### src/rtl/load_store_unit.sv
// load_store_unit: RV32I memory stage between ALU and writeback, one outstanding data access.
// Latency: accept -> mem_req next cycle; mem_ack -> wb/st_done pulse next cycle; fault pulses one cycle after accept.
// Backpressure: req_ready only while idle; mem_* held stable until mem_ack or timeout abort.
module load_store_unit #(
  parameter int TIMEOUT = 256
) (
  input  logic        clk,
  input  logic        rst_n,
  input  logic        req_valid,
  output logic        req_ready,
  input  logic        req_is_store,
  input  logic [2:0]  req_funct3,
  input  logic [31:0] req_addr,
  input  logic [31:0] req_wdata,
  input  logic [4:0]  req_rd,
  output logic        mem_req,
  output logic        mem_we,
  output logic [31:0] mem_addr,
  output logic [3:0]  mem_wstrb,
  output logic [31:0] mem_wdata,
  input  logic        mem_ack,
  input  logic [31:0] mem_rdata,
  output logic        wb_valid,
  output logic [4:0]  wb_rd,
  output logic [31:0] wb_data,
  output logic        st_done,
  output logic        exc_valid,
  output logic [1:0]  exc_code,
  output logic [31:0] exc_addr
);

  // TIMEOUT=0 disables the abort; keep a 1-bit counter so the width stays legal.
  localparam int CNT_W = (TIMEOUT > 0) ? $clog2(TIMEOUT + 1) : 1;
  localparam logic [CNT_W-1:0] TO_LAST = CNT_W'((TIMEOUT > 0) ? TIMEOUT - 1 : 0);

  typedef enum logic [1:0] {S_IDLE, S_REQ, S_DONE, S_ERR} state_t;

  typedef struct packed {
    logic        is_store;
    logic [2:0]  funct3;
    logic [31:0] addr;
    logic [4:0]  rd;
  } lsu_req_t;

  state_t     state, state_n;
  lsu_req_t   cur;
  logic [CNT_W-1:0] to_cnt;

  logic       accept;
  logic       f3_legal;
  logic       misaligned;
  logic       fault;
  logic       timeout_hit;
  logic [3:0] strb_n;
  logic [31:0] wdata_n;
  logic [7:0]  ld_byte;
  logic [15:0] ld_half;
  logic [31:0] ld_ext;

  assign req_ready   = rst_n && (state == S_IDLE);
  assign accept      = req_valid && req_ready;
  assign fault       = !f3_legal || misaligned;
  assign timeout_hit = (TIMEOUT != 0) && (to_cnt == TO_LAST);

  assign mem_req   = (state == S_REQ);
  assign wb_valid  = (state == S_DONE) && !cur.is_store;
  assign st_done   = (state == S_DONE) && cur.is_store;
  assign exc_valid = (state == S_ERR);

  // Decode the incoming request: funct3 legality, natural alignment, store lanes.
  always_comb begin
    f3_legal   = 1'b0;
    misaligned = 1'b0;
    strb_n     = 4'b0000;
    wdata_n    = req_wdata;
    case (req_funct3)
      3'b000, 3'b001, 3'b010: f3_legal = 1'b1;
      3'b100, 3'b101:         f3_legal = !req_is_store;
      default:                f3_legal = 1'b0;
    endcase
    case (req_funct3[1:0])
      2'b01:   misaligned = req_addr[0];
      2'b10:   misaligned = |req_addr[1:0];
      default: misaligned = 1'b0;
    endcase
    if (req_is_store) begin
      case (req_funct3[1:0])
        2'b00: begin
          strb_n  = 4'b0001 << req_addr[1:0];
          wdata_n = {4{req_wdata[7:0]}};
        end
        2'b01: begin
          strb_n  = 4'b0011 << req_addr[1:0];
          wdata_n = {2{req_wdata[15:0]}};
        end
        default: strb_n = 4'b1111;
      endcase
    end
  end

  // Select the addressed lane of the returned word and extend it for writeback.
  always_comb begin
    ld_byte = mem_rdata[7:0];
    case (cur.addr[1:0])
      2'b01:   ld_byte = mem_rdata[15:8];
      2'b10:   ld_byte = mem_rdata[23:16];
      2'b11:   ld_byte = mem_rdata[31:24];
      default: ld_byte = mem_rdata[7:0];
    endcase
    ld_half = cur.addr[1] ? mem_rdata[31:16] : mem_rdata[15:0];
    case (cur.funct3)
      3'b000:  ld_ext = {{24{ld_byte[7]}}, ld_byte};
      3'b001:  ld_ext = {{16{ld_half[15]}}, ld_half};
      3'b100:  ld_ext = {24'd0, ld_byte};
      3'b101:  ld_ext = {16'd0, ld_half};
      default: ld_ext = mem_rdata;
    endcase
  end

  // State register; reset drops mem_req immediately and discards any access.
  always_ff @(posedge clk or negedge rst_n) begin
    if (!rst_n) state <= S_IDLE;
    else        state <= state_n;
  end

  // Next state: ack beats timeout when both land in the same cycle.
  always_comb begin
    state_n = state;
    case (state)
      S_IDLE:  if (accept) state_n = fault ? S_ERR : S_REQ;
      S_REQ: begin
        if (mem_ack)          state_n = S_DONE;
        else if (timeout_hit) state_n = S_ERR;
      end
      S_DONE:  state_n = S_IDLE;
      S_ERR:   state_n = S_IDLE;
      default: state_n = S_IDLE;
    endcase
  end

  // Wait counter: cleared on accept, counts REQ cycles without an ack.
  always_ff @(posedge clk or negedge rst_n) begin
    if (!rst_n)                        to_cnt <= '0;
    else if (accept)                   to_cnt <= '0;
    else if (state == S_REQ && !mem_ack) to_cnt <= to_cnt + CNT_W'(1);
  end

  // Capture request fields, memory-side outputs, and result/exception registers.
  always_ff @(posedge clk or negedge rst_n) begin
    if (!rst_n) begin
      cur       <= '0;
      mem_we    <= 1'b0;
      mem_addr  <= '0;
      mem_wstrb <= '0;
      mem_wdata <= '0;
      wb_rd     <= '0;
      wb_data   <= '0;
      exc_code  <= '0;
      exc_addr  <= '0;
    end else begin
      if (accept) begin
        cur.is_store <= req_is_store;
        cur.funct3   <= req_funct3;
        cur.addr     <= req_addr;
        cur.rd       <= req_rd;
        if (fault) begin
          exc_code <= !f3_legal ? 2'd2 : (req_is_store ? 2'd1 : 2'd0);
          exc_addr <= req_addr;
        end else begin
          mem_we    <= req_is_store;
          mem_addr  <= {req_addr[31:2], 2'b00};
          mem_wstrb <= strb_n;
          mem_wdata <= wdata_n;
        end
      end
      if (state == S_REQ) begin
        if (mem_ack) begin
          if (!cur.is_store) begin
            wb_data <= ld_ext;
            wb_rd   <= cur.rd;
          end
        end else if (timeout_hit) begin
          exc_code <= 2'd3;
          exc_addr <= cur.addr;
        end
      end
    end
  end

endmodule

### config.mk
export PLATFORM = sky130hd
export DESIGN_NAME = load_store_unit
export DESIGN_NICKNAME = d
export VERILOG_FILES = /design/src/rtl/load_store_unit.sv
export SDC_FILE = /design/constraint.sdc
export NUM_CORES = 1
export LEC_CHECK = 0
export ABC_CLOCK_PERIOD_IN_PS = 2500
export CORE_MARGIN = 3
export CORE_UTILIZATION = 50
export CTS_BUF_LIST = sky130_fd_sc_hd__clkbuf_4
export DETAILED_ROUTE_END_ITERATION = 10
export PLACE_DENSITY = 0.84
export SLEW_MARGIN = 30
export SYNTH_ARGS = -nofsm -noshare
export SYNTH_HDL_FRONTEND = slang
export SYNTH_SLANG_ARGS = --single-unit
### constraint.sdc
create_clock -name clk -period 2.5 [get_ports clk]
set_clock_uncertainty 0.15 [all_clocks]
set_input_delay 0.25 -clock clk [delete_from_list [all_inputs] [get_ports clk]]
set_output_delay 0.25 -clock clk [all_outputs]
set_load 0.01 [all_outputs]
==> reports/metrics.cfg <==
[outcome]
status=completed

[setup_path]
regToRegSetupSlack_ns=0.33
rr_startpoint=state[1]$_DFFE_PN0P_
start_kind=flop
cp-end-kind=output port
path_max_fanout=8
reg2reg_depth=6
worst_ep_required_time_ns=2.10
worst-setup-path-type=flop to output port
rr_endpoint=mem_addr[19]$_DFFE_PN0P_
arrival_ns=2.00

[die]
initial_core_util=0.5121
io_pins=254
die_h_um=142.1
die_w_um=142.1
core_sq_um=18090
die_area_sq_um=20190
rows=49

[placement]
dp_slack_ns=-0.2455
dp_hpwl_um=18670
io_buffers=251
place.gp.congestion=0.8499

[timing]
tightestPinTransition_ns=0.6342
final.period_utilization=0.9607
drv_slew=0
holdWs_ns=0.06161
rsz0062_at_grt=false
finalHoldViolCount=0
fmax_ghz=0.4164
setup_ws_ns=0.09822
max_slew_margin=0.5772
setup-violations-final=0
min_period_ns=2.402

[detailed_routing]
dr_wl_met3_um=1888
routed_wirelength_um=26690
highest_layer=met4
drtAntennaViolNets=0
wl_per_cell_um=18.62
num_vias=8122
drt-met1-wl_um=10940
drc=0
dr.first_iter.drc_count=556
drt-vias-per-instance=5.668
first_pass_iters=6
met2_length_um=13310

[clock_tree]
cts-buffers-inserted=17
clk_pin_slew_worst_paths_ns=0.15
cts_sinks=190
cts_max_level=4
clkLatencyLatePin_ns=0.57
cts_tree=built
cts_root_buf=clkbuf_4
clk_path_buf_depth=2

[synth]
yosys_warnings=0
synth_cell_types=46
ys_ff_latch=190
synth.avg_cell_area_sq_um=9.749
netlist_instances=950
syn_area_sq_um=9261
yosysSeqAreaShare=0.5134
async_flop_share=1.000
synth_flop_cell=dfrtp_1
synth_edf_count=0

[grt]
grtUsageTotal=0.2647
grt_pass1_wl_um=42840
grt_max_degree=97
overflow=0
antenna_found_initial=1
grt_pass1_vias=8190

[cells_and_area]
final_common_cell=clkdlybuf4s50_1
area_delta_synth_final_pct=34.52
num-fill-cells=1378
final_util=0.6888
layout-drive-gt1-share=0.1172
final_cell_mix=clkdlybuf4s50_1 (250), dfrtp_1 (188), nand2_1 (153), inv_1 (59), mux2_2 (53)
layout.nets=1305

[hold_path]
hold_class=input pin to flop
hold_path_startpoint=req_rd[0]
hold_end=cur[0]$_DFFE_PN0P_
worst_hold_path.num_cells=3

[power]
power.total_mw=13.00
powerDensity_nw_per_um2=1044
peakVddDrop_mv=0.5236
cellLeakagePower_nw=5.564

[run]
cap_violations=0

## state kept, by name, summed over array words and instances, names as in the netlist, 4 cells and up
signal and flops:
wb_rd 5, cur 41, mem_wdata 32, wb_data 32, mem_wstrb 4, exc_addr 32
mem_addr 30, to_cnt 9
## routing by layer
| metal | GRT usage | vias up |
|---|---|---|
| met4 | 0.08283 | 0 |
| met5 | 0 | - |
| met1 | 0.3455 | 4010 |
| li1 | - | 3772 |
| met2 | 0.4447 | 305 |
| met3 | 0.05679 | 35 |
## area by class of cell
cell class              count  area, sq um  share of cell area
diodes                      1        2.502           0.0002009
clock buffers              17        127.6             0.01024
clock inverters            14        96.34            0.007733
inverters                  59        221.5             0.01778
multi-input cells         625         4010              0.3219
flip-flops and latches    190         4757              0.3818
well taps                 229        286.5             0.02300
repair buffers            298         2957              0.2373
## synthesized netlist by cell type, drive strengths merged (2+ instances only)
library cell,n,area share
a211oi,34,0.028
a21oi,44,0.024
a22oi,40,0.032
a31oi,34,0.023
and2,2,0.0014
and3,4,0.0027
buf,25,0.015
clkbuf,52,0.021
dfrtp,190,0.51
ha,5,0.0068
inv,59,0.024
mux2,63,0.077
mux2i,27,0.029
nand2,155,0.063
nand2b,10,0.0068
nand3,2,0.0011
nand3b,10,0.0081
nand4,3,0.0020
nor2,49,0.020
nor2b,16,0.011
nor3,5,0.0032
nor3b,3,0.0035
nor4bb,2,0.0022
o211ai,16,0.013
o21ai,52,0.028
o21bai,32,0.026
xnor2,3,0.0028
xor2,3,0.0028
## repair_timing
action                                 in CTS  in global routing
setup endpoints to repair                   1                  2
resized for setup                           1                  1
endpoints found under the hold margin      44                  0
setup buffers                               0                  1
hold buffers                                2                  0
## cell families after synthesis
| kind of cell | count (synthesis) | share of synthesized area |
|---|---|---|
| buffers and inverters | 136 | 0.05985 |
| xor gates and xnor gates | 6 | 0.005675 |
| adders and majority gates | 5 | 0.006755 |
| and+or+nand+nor | 265 | 0.1282 |
| muxes | 91 | 0.1082 |
| other | 1 | 0.0004049 |
| DFF | 190 | 0.5134 |
| AOI/OAI and AO/OA | 256 | 0.1775 |
## worst max path at each step
| stage | startpoint | to | cells past startpoint |
|---|---|---|---|
| floorplan | req_funct3[0] | mem_addr[21]$_DFFE_PN0P_ | 9 |
| global placement | req_funct3[0] | mem_addr[13]$_DFFE_PN0P_ | 8 |
| detailed placement | req_funct3[0] | mem_addr[19]$_DFFE_PN0P_ | 8 |
| CTS | state[1]$_DFFE_PN0P_ | wb_valid | 3 |
| global route | state[1]$_DFFE_PN0P_ | req_ready | 3 |
| finish | state[1]$_DFFE_PN0P_ | wb_valid | 3 |
## power by group
part           leakage, nW  switching (mW)  internal [mW]
clock network        0.103            1.08          0.382
logic                 3.22            2.78           3.36
registers             2.24           0.915           4.48
total                 5.56            4.78           8.22
## worst max-delay path, stage by stage, from the launching register on
cell             delay [ns]
dfrtp_2                0.40
buf_4                  0.17
nor3b_1                0.28
clkdlybuf4s50_1        0.60
## through the flow
step / std cells / setup TNS, ns / cell area, sq um
after global placement: 1398 / -10.35 / 12210
after detailed placement: 1398 / -14.11 / 12210
after CTS: 1431 / 0 / 12450
final: 1433 / 0 / 12460
after floorplan: 951 / 0 / 9265
after global routing: 1433 / 0 / 12460
Note: power is estimated with default switching activity, not from simulation.
